==> src/rtl/rob_pkg.sv <==
// Shared types and sizing for the ROB completion tracker.
package rob_pkg;

    localparam int unsigned PACK_W = 4;
    localparam int unsigned PACKS  = 16;
    localparam int unsigned SLOTS  = 2;
    localparam int unsigned ROB_W  = PACK_W + 1;
    localparam int unsigned PTR_W  = PACK_W + 1;
    localparam int unsigned CODE_W = 5;
    localparam int unsigned EVENTS = 4;

    typedef logic [PACK_W-1:0] pack_id_t;
    typedef logic [ROB_W-1:0]  rob_id_t;
    typedef logic [PTR_W-1:0]  ptr_t;
    typedef logic [SLOTS-1:0]  slot_mask_t;

    // Exception record kept per pack: slot of the oldest faulting instruction and its code.
    typedef struct packed {
        logic              slot;
        logic [CODE_W-1:0] code;
    } excp_rec_t;

endpackage

==> src/rtl/rob_completion_tracker.sv <==
// Tracks done/exception state of in-flight dispatch packs and presents the oldest
// fully completed pack to commit.
module rob_completion_tracker
    import rob_pkg::*;
(
    input  logic              cpu_clock_i,
    input  logic              cpu_reset_i,
    input  logic              flush_i,
    input  logic              alloc_vld_i,
    input  logic [SLOTS-1:0]  alloc_mask_i,
    output logic              alloc_ready_o,
    output logic [PACK_W-1:0] alloc_pack_o,
    input  logic              alu0_complete_i,
    input  logic [ROB_W-1:0]  alu0_rob_id_i,
    input  logic              alu1_complete_i,
    input  logic [ROB_W-1:0]  alu1_rob_id_i,
    input  logic              mem_complete_i,
    input  logic [ROB_W-1:0]  mem_rob_id_i,
    input  logic              excp_valid_i,
    input  logic [ROB_W:0]    excp_rob_i,
    input  logic [CODE_W-1:0] excp_code_i,
    output logic              commit_vld_o,
    output logic [PACK_W-1:0] commit_pack_o,
    output logic [SLOTS-1:0]  commit_mask_o,
    output logic              commit_excp_o,
    output logic              commit_excp_slot_o,
    output logic [CODE_W-1:0] commit_excp_code_o,
    input  logic              commit_ack_i,
    output logic [PTR_W-1:0]  occupancy_o
);

    ptr_t       head_q, head_d;
    ptr_t       tail_q, tail_d;
    slot_mask_t valid_q [PACKS];
    slot_mask_t valid_d [PACKS];
    slot_mask_t done_q  [PACKS];
    slot_mask_t done_d  [PACKS];
    logic       excp_q  [PACKS];
    logic       excp_d  [PACKS];
    excp_rec_t  rec_q   [PACKS];
    excp_rec_t  rec_d   [PACKS];

    pack_id_t   head_idx;
    pack_id_t   tail_idx;
    logic       empty;
    logic       full;
    logic       commit_fire;
    logic       alloc_fire;
    pack_id_t   ex_pack;
    logic       ex_slot;
    logic       excp_rob_unused;
    rob_id_t    ev_id  [EVENTS];
    logic       ev_vld [EVENTS];

    assign head_idx        = head_q[PACK_W-1:0];
    assign tail_idx        = tail_q[PACK_W-1:0];
    assign empty           = (head_q == tail_q);
    assign full            = (head_idx == tail_idx) && (head_q[PACK_W] != tail_q[PACK_W]);
    assign ex_pack         = excp_rob_i[ROB_W-1:1];
    assign ex_slot         = excp_rob_i[0];
    assign excp_rob_unused = excp_rob_i[ROB_W];

    // Gather the four completion sources so they can be applied uniformly.
    assign ev_vld[0] = alu0_complete_i;
    assign ev_id[0]  = alu0_rob_id_i;
    assign ev_vld[1] = alu1_complete_i;
    assign ev_id[1]  = alu1_rob_id_i;
    assign ev_vld[2] = mem_complete_i;
    assign ev_id[2]  = mem_rob_id_i;
    assign ev_vld[3] = excp_valid_i;
    assign ev_id[3]  = excp_rob_i[ROB_W-1:0];

    // Head presentation is combinational from registered state only.
    assign commit_vld_o       = !empty && (&(done_q[head_idx] | ~valid_q[head_idx]));
    assign commit_pack_o      = head_idx;
    assign commit_mask_o      = valid_q[head_idx];
    assign commit_excp_o      = excp_q[head_idx];
    assign commit_excp_slot_o = rec_q[head_idx].slot;
    assign commit_excp_code_o = rec_q[head_idx].code;
    assign alloc_ready_o      = !full;
    assign alloc_pack_o       = tail_idx;
    assign occupancy_o        = tail_q - head_q;

    assign commit_fire = commit_ack_i && commit_vld_o;
    assign alloc_fire  = alloc_vld_i && !full;

    // Next state: completions/exception first, then head retire, then tail allocate,
    // so an entry freed and reused in the same cycle starts clean.
    always_comb begin
        head_d = head_q;
        tail_d = tail_q;
        valid_d = valid_q;
        done_d  = done_q;
        excp_d  = excp_q;
        rec_d   = rec_q;

        for (int e = 0; e < int'(EVENTS); e++) begin
            if (ev_vld[e] && valid_q[ev_id[e][ROB_W-1:1]][ev_id[e][0]]) begin
                done_d[ev_id[e][ROB_W-1:1]][ev_id[e][0]] = 1'b1;
            end
        end

        if (excp_valid_i && valid_q[ex_pack][ex_slot]) begin
            if (!excp_q[ex_pack] || (ex_slot < rec_q[ex_pack].slot)) begin
                excp_d[ex_pack]     = 1'b1;
                rec_d[ex_pack].slot = ex_slot;
                rec_d[ex_pack].code = excp_code_i;
            end
        end

        if (commit_fire) begin
            valid_d[head_idx] = '0;
            done_d[head_idx]  = '0;
            excp_d[head_idx]  = 1'b0;
            rec_d[head_idx]   = '0;
            head_d            = head_q + PTR_W'(1);
        end

        if (alloc_fire) begin
            valid_d[tail_idx] = alloc_mask_i;
            done_d[tail_idx]  = ~alloc_mask_i;
            excp_d[tail_idx]  = 1'b0;
            rec_d[tail_idx]   = '0;
            tail_d            = tail_q + PTR_W'(1);
        end
    end

    // State registers; reset and flush both discard every tracked pack.
    always_ff @(posedge cpu_clock_i) begin
        if (cpu_reset_i || flush_i) begin
            head_q <= '0;
            tail_q <= '0;
            for (int i = 0; i < int'(PACKS); i++) begin
                valid_q[i] <= '0;
                done_q[i]  <= '0;
                excp_q[i]  <= 1'b0;
                rec_q[i]   <= '0;
            end
        end else begin
            head_q  <= head_d;
            tail_q  <= tail_d;
            valid_q <= valid_d;
            done_q  <= done_d;
            excp_q  <= excp_d;
            rec_q   <= rec_d;
        end
    end

endmodule
==> config.mk <==
export PLATFORM = sky130hd
export DESIGN_NAME = rob_completion_tracker
export DESIGN_NICKNAME = d
export VERILOG_FILES = /design/src/rtl/rob_pkg.sv /design/src/rtl/rob_completion_tracker.sv
export SDC_FILE = /design/constraint.sdc
export NUM_CORES = 1
export LEC_CHECK = 0
export BUFFER_PORTS_ARGS = -buffer_cell sky130_fd_sc_hd__buf_2
export CORE_AREA = 2 2 183 185
export DETAILED_ROUTE_END_ITERATION = 8
export DIE_AREA = 0 0 185 187
export GPL_ROUTABILITY_DRIVEN = 0
export PLACE_DENSITY_LB_ADDON = 0.15
export SLEW_MARGIN = 20
export SYNTH_ARGS = -nofsm -noshare
export SYNTH_HDL_FRONTEND = slang
export SYNTH_SLANG_ARGS = --single-unit
==> constraint.sdc <==
create_clock -name cpu_clock_i -period 4.05 [get_ports cpu_clock_i]
set_input_delay 0.81 -clock cpu_clock_i [delete_from_list [all_inputs] [get_ports cpu_clock_i]]
set_output_delay 0.81 -clock cpu_clock_i [all_outputs]
set_load 0.02 [all_outputs]
### After elaboration in Yosys (flattened, before gate mapping)

Index checks and enable logic that the tools add are counted.

| operators by class | value |
|---|---|
| add/sub/neg operators | 3 |
| $lt $le $gt $ge | 21 |
| equal/unequal tests | 3 |
| mux-type cells | 92 |
| bitwise operators | 25 |
| reductions and logical operators | 24 |

Operators with widths:

| operator | count |
|---|---|
| 96-bit 2-to-1 mux | 4 |
| 32-bit 2-to-1 mux | 8 |
| 96-bit bitwise AND | 2 |
| 96-bit bitwise mux | 2 |
| 96-bit inverter | 2 |
| 32-bit OR | 4 |
| 6-bit demux with 4-bit select | 4 |
| 32-bit bitwise AND | 2 |
| 32-bit bitwise mux | 2 |
| 16-bit 2-to-1 mux | 4 |
| 2-bit binary-select mux with 4-bit select | 6 |
| 6-bit binary-select mux with 4-bit select | 2 |
| 2-bit demux with 4-bit select | 6 |
| 6-bit 2-to-1 mux | 7 |
| 2-bit 2-to-1 mux | 18 |
| 16-bit bitwise AND | 2 |
| 16-bit inverter | 2 |
| 32-bit inverter | 1 |
| 5-bit greater-or-equal comparator (second input constant) | 6 |
| 5-bit by 1-bit < comparator with 1-bit output (second input constant) | 6 |
| 4-bit inverter with 5-bit output | 6 |
| 1-bit 2-to-1 mux | 19 |
| 1-bit logical AND | 18 |
| 16-bit OR | 1 |
| 17 further kinds | 34 |

| storage, ports and cells | value |
|---|---|
| register bits after elaboration | 186 |
| input bits | 37 |
| logic and storage cells | 250 |

### Logic depth before layout (Yosys ltp)

| logic depth | value |
|---|---|
| depth in word-level cells | 18 |
| depth in mapped cells | 14 |
| depth with buffers taken out | 9 |

### Worst setup path after synthesis

No wires, ideal clock.

| timing path | value |
|---|---|
| path type | flip-flop to output port |
| start | register head_q[1] |
| end | output port commit_vld_o |
| arrival | 2.961 ns |
| data required time | 3.240 ns |
| path slack | 0.279 ns |
| cell stages (with the launch flop) | 13 |
| path buffers | 5 |
| path through | dfxtp_1 -> buf_2 -> buf_2 -> buf_1 -> clkbuf_1 -> inv_1 -> ha_1 -> and4_1 -> nor2b_1 -> a31oi_4 -> nand2_2 -> buf_2 -> inv_1 |

| between the ends | value |
|---|---|
| word-level cells in the longest chain between the ends | 8 |
| elaborated cells between the ends (all ways) | 13 |

RTL lines:

| what | line | source |
|---|---|---|
| start: declaration | rob_completion_tracker.sv:32 | `ptr_t head_q, head_d;` |
| start signal: assignment | rob_completion_tracker.sv:131 | `head_q <= '0;` |
| start signal: assignment | rob_completion_tracker.sv:140 | `head_q <= head_d;` |
| 4-bit inverter with 5-bit output (not written as such) | rob_completion_tracker.sv:74 | `assign commit_vld_o = !empty && (&(done_q[head_idx] \| ~valid_q[head_idx]));` |
| 2-bit binary-select mux with 4-bit select | rob_completion_tracker.sv:74 |  |
| 2-bit 2-to-1 mux (not written as such) (2 in series) | rob_completion_tracker.sv:74 |  |
| 2-bit inverter | rob_completion_tracker.sv:74 |  |
| 2-bit OR | rob_completion_tracker.sv:74 |  |
| 2-bit AND reduction | rob_completion_tracker.sv:74 |  |
| 1-bit logical AND * | rob_completion_tracker.sv:74 |  |
| end: declaration | rob_completion_tracker.sv:22 | `output logic commit_vld_o,` |

Mark *: on every way between the ends. The rest lies on a longest branch, timed or not. The select of a mux whose other input is x is not followed.

### Worst setup path after layout

Same ends and word-level chain as after synthesis.

==> summary.md <==
The critical register-to-register path startpoint was head_q[0]. The total length of routed wires is 42440 µm. Setup repair after global routing left no endpoint under its margin. The tools report the number of buffers inserted during clock tree synthesis as 17. The detail route stage leaves a number of antenna-violating nets equal to 0. The first detailed-routing pass took 8 iterations. Registers are responsible for 46.2% of the overall power. The analysis attributes to cell leakage a power of 4.760 nW.

No sink is reached through more buffers than the 2 on the longest clock path. In the routed layout, each cell is associated on average with a via count of 5.996. Synthesis produced a netlist whose cell count is 1130. The mean instance size in the synthesized netlist was 10.02 µm²; the placeable core region was 32860 µm². The startpoint identified for the worst hold timing path is excp_q[7]. The number of H-tree branching levels was 4. The clock tree root buffer cell is clkbuf_16. Global routing consumed, over all layers together, 25.02% of the routing resources. In this run the worst path has a maximum fanout of 17.

The run gives 0.45 ns as the clock latency at the later pin of the worst-skew pair. In this run the power density over the cells is 313.6 nW/µm². The largest individual stage delay along the critical path comes from the cell dfxtp_2. Once detailed placement completed, the half-perimeter wirelength came to 31260 µm.

The run finished with clean final reports. The post-route DRC violation count is 0. For the final max-slew violation count, the log shows 0.

Pin placement for this block handled 61 I/O pins. The worst setup path is captured at a primary output. The die is 187 µm tall.

The routed layout has 9755 vias. The count of state elements after synthesis was 186; the floorplan row count was 67. For the post-route worst setup slack, the log shows 0.1651 ns.

At the worst endpoint, the arrival time is 3.07 ns. In the final routed layout, each cell accounts on average for 26.09 µm. The share of total power consumed by net switching works out to 27.39%. The setup skew after layout is 0.008398 ns. Across the VDD grid, the largest voltage drop is 0.2028 mV. On the worst path, the slowest cell contributes a delay of 0.70 ns. The post-CTS repair timing setup buffer count is 0. The worst hold path belongs to the class reg2reg. The effective utilization at floorplan was 34.47%. By area the synthesized netlist is led by dfxtp_1 33%, mux4_2 17%, mux2i_1 8.3%, nor2_1 4.9%, o22ai_1 2.9%. At the end of the flow, the number of nets in the layout was 1217. The post-route clock period utilization was 95.92%; the part of the power in combinational logic was 10.3%. The floorplan step set the die width to 185 µm. The run gives 0 as the number of antenna violations at the first check in global routing. The quantity of I/O buffers inserted on ports was 59.

TritonCTS built the clock tree. The internal portion of the total power is 2.893 mW. Number of failing hold endpoints at the final stage: 0. For the sequential cell area fraction in the yosys report, the log shows 32.88%. STA classifies the critical path startpoint as a register. The final setup TNS came out at 0 ns. The fraction of layout cells with a size suffix above 1 came out at 22.82%. The most used flip-flop cell after synthesis is dfxtp_1. In this run, synthesis inferred 0 flip-flops with an integrated enable. The remaining max-slew budget at the tightest pin was 30.72%; the clock period minus final worst setup slack was 3.885 ns. The critical path is of the reg2out type. The number of global-route vias before repair is 9398, and the maximum achievable frequency is 0.2574 GHz. The net count of the mapped netlist came out at 1180. 0 antenna diodes ended up in the layout. The clock network burns 43.5% of the power. The synthesis warning total was 0; the number of DRC markers in iteration 0 was 1171.

The number of sinks driven by the clock tree was 186; the async set-or-reset flop fraction in the synthesized netlist was 0%. From synthesis to final layout, the design area changed by 12.15%. The count of fill cells added during filler insertion was 3374; the count of max-cap constraint violations was 0. Summed over all nets, the switching power comes to 1.091 mW.

At the pin with the least slew margin, the transition time is 1.037 ns. Summed over all instances, the cell type with the most area after synthesis is dfxtp_1. In the layout the commonest cells are 184 x dfxtp_1, 147 x nor2_1, 94 x mux2i_1.

Clock-pin slew was measured on the worst setup and hold paths at 0.07 ns. The worst hold path was traced through 2 stages. Maximum number of pins on one net before global-route repair: 35. The data required time of the critical path came out at 3.24 ns.

After synthesis, the largest area contributor takes up 32.88% of total cell area. The run gives 34600 µm² as the die footprint. The most common library cell in the layout ignoring fill and taps is dfxtp_1. At the placement stage, the worst setup path has a slack of 0.4111 ns. Counting cells, the worst reg-to-reg path comes to 8.

The synthesized area was 11330 µm². The first global-routing pass estimated 63350 µm of wire. In this run the worst setup path begins at head_q[1]. The overflow left after global routing is 0, and the final setup violation count is 0. The count of different cell masters after synthesis was 79.

Traced cell by cell, the critical path runs through buf_4 > mux4_2 > a22oi_1 > nand3b_1 > nand2_4 > inv_1 > buf_2.
[stage by stage]
stage	util (%)	hold slack, ns	cell area, µm²	total power [mW]	std cells
finish	38.65	0.4615	12700	3.984	1627
global route	38.65	0.4841	12700	4.105	1627
CTS	38.64	0.4614	12700	4.000	1627
floorplan	-	0.4319	11330	2.139	1130
detailed placement	36.86	0.4505	12110	2.285	1596
global placement	36.86	0.4430	12110	2.286	1596
[sequential cells by signal, summed over array words and instances, names as in the netlist]
signal / count
done_q: 32
excp_q: 16
head_q: 5
rec_q: 96
tail_q: 5
valid_q: 32
[cells by family (layout without fill, tap and decap cells)]
logic type	Yosys count	in the layout	synth area share [%]
and+or+nand+nor	352	352	16.62
buffers and inverters	149	198	6.242
adders and majority gates	13	13	1.502
AOI/OAI and AO/OA	236	236	16.11
xor gates and xnor gates	11	11	0.8506
muxes	183	183	25.81
DFF	186	186	32.88
[final timing paths]
check                               endpoint  slack (ns)
worst max register to register     excp_q[2]        0.47
worst min-delay path               excp_q[7]        0.46
worst min register to register     excp_q[7]        0.46
worst max-delay path            commit_vld_o        0.17
[worst max-delay path, delay by kind of cell, from the launching register on]
kind,cells,cell delay (ns)
flip-flops,1,0.70
AND/OR/NAND/NOR,2,0.67
multiplexers,1,0.56
buffers and inverters,3,0.49
AO/OA/AOI/OAI,1,0.18
[cells in the mapped netlist, drive strengths merged (4+ instances only)]
cell type  count
a221oi        14
xor2           5
o22ai         53
o311ai        19
nor3          17
or3            5
inv           64
mux2i         94
a211oi         9
a211o          5
xnor2          6
nor2         148
nand3         26
a22o           5
mux4          87
a2111oi        6
dfxtp        186
a31oi          4
o221ai         4
nor2b         27
ha            12
nand4         29
a21oi         58
a22oi          9
or2            4
nand3b         4
o211ai        12
nor3b          4
and3          10
nand2b        12
nand2         47
nor4           6
o21ai         12
clkbuf        29
buf           56
[metal layers]
metal | up-vias | track usage [%] | share of wire [%]
li1 | 4346 | - | -
met2 | 520 | 37.14 | 44
met5 | - | 1.714 | 0.18
met3 | 102 | 5.900 | 8.6
met1 | 4785 | 34.85 | 43
met4 | 2 | 9.921 | 4.0
[power by group through the flow]
| stage | clock network [mW] | logic (mW) | registers, mW |
|---|---|---|---|
| 2_1_floorplan | 0 | 0.259 | 1.88 |
| 3_3_place_gp | 0 | 0.401 | 1.88 |
| 3_5_place_dp | 0 | 0.400 | 1.88 |
| 4_1_cts | 1.76 | 0.402 | 1.84 |
| 5_1_grt | 1.83 | 0.432 | 1.84 |
| 6_report | 1.73 | 0.410 | 1.84 |
[final cells by class]
type                       count  area, µm²  area share [%]
tap                          448      560.5           4.413
clock inverter                11      136.4           1.074
multi-input combinational    795       6939           54.63
timing repair buffer         103      650.6           5.122
inverter                      64      240.2           1.891
sequential                   186       3729           29.35
clock buffer                  20      446.7           3.517
[timing repair]
item	4_1_cts	5_1_grt
setup endpoints to repair	0	1
resized for setup	0	1
hold endpoints to repair	0	0
hold buffers	0	0
Note: power is estimated with default switching activity, not from simulation.
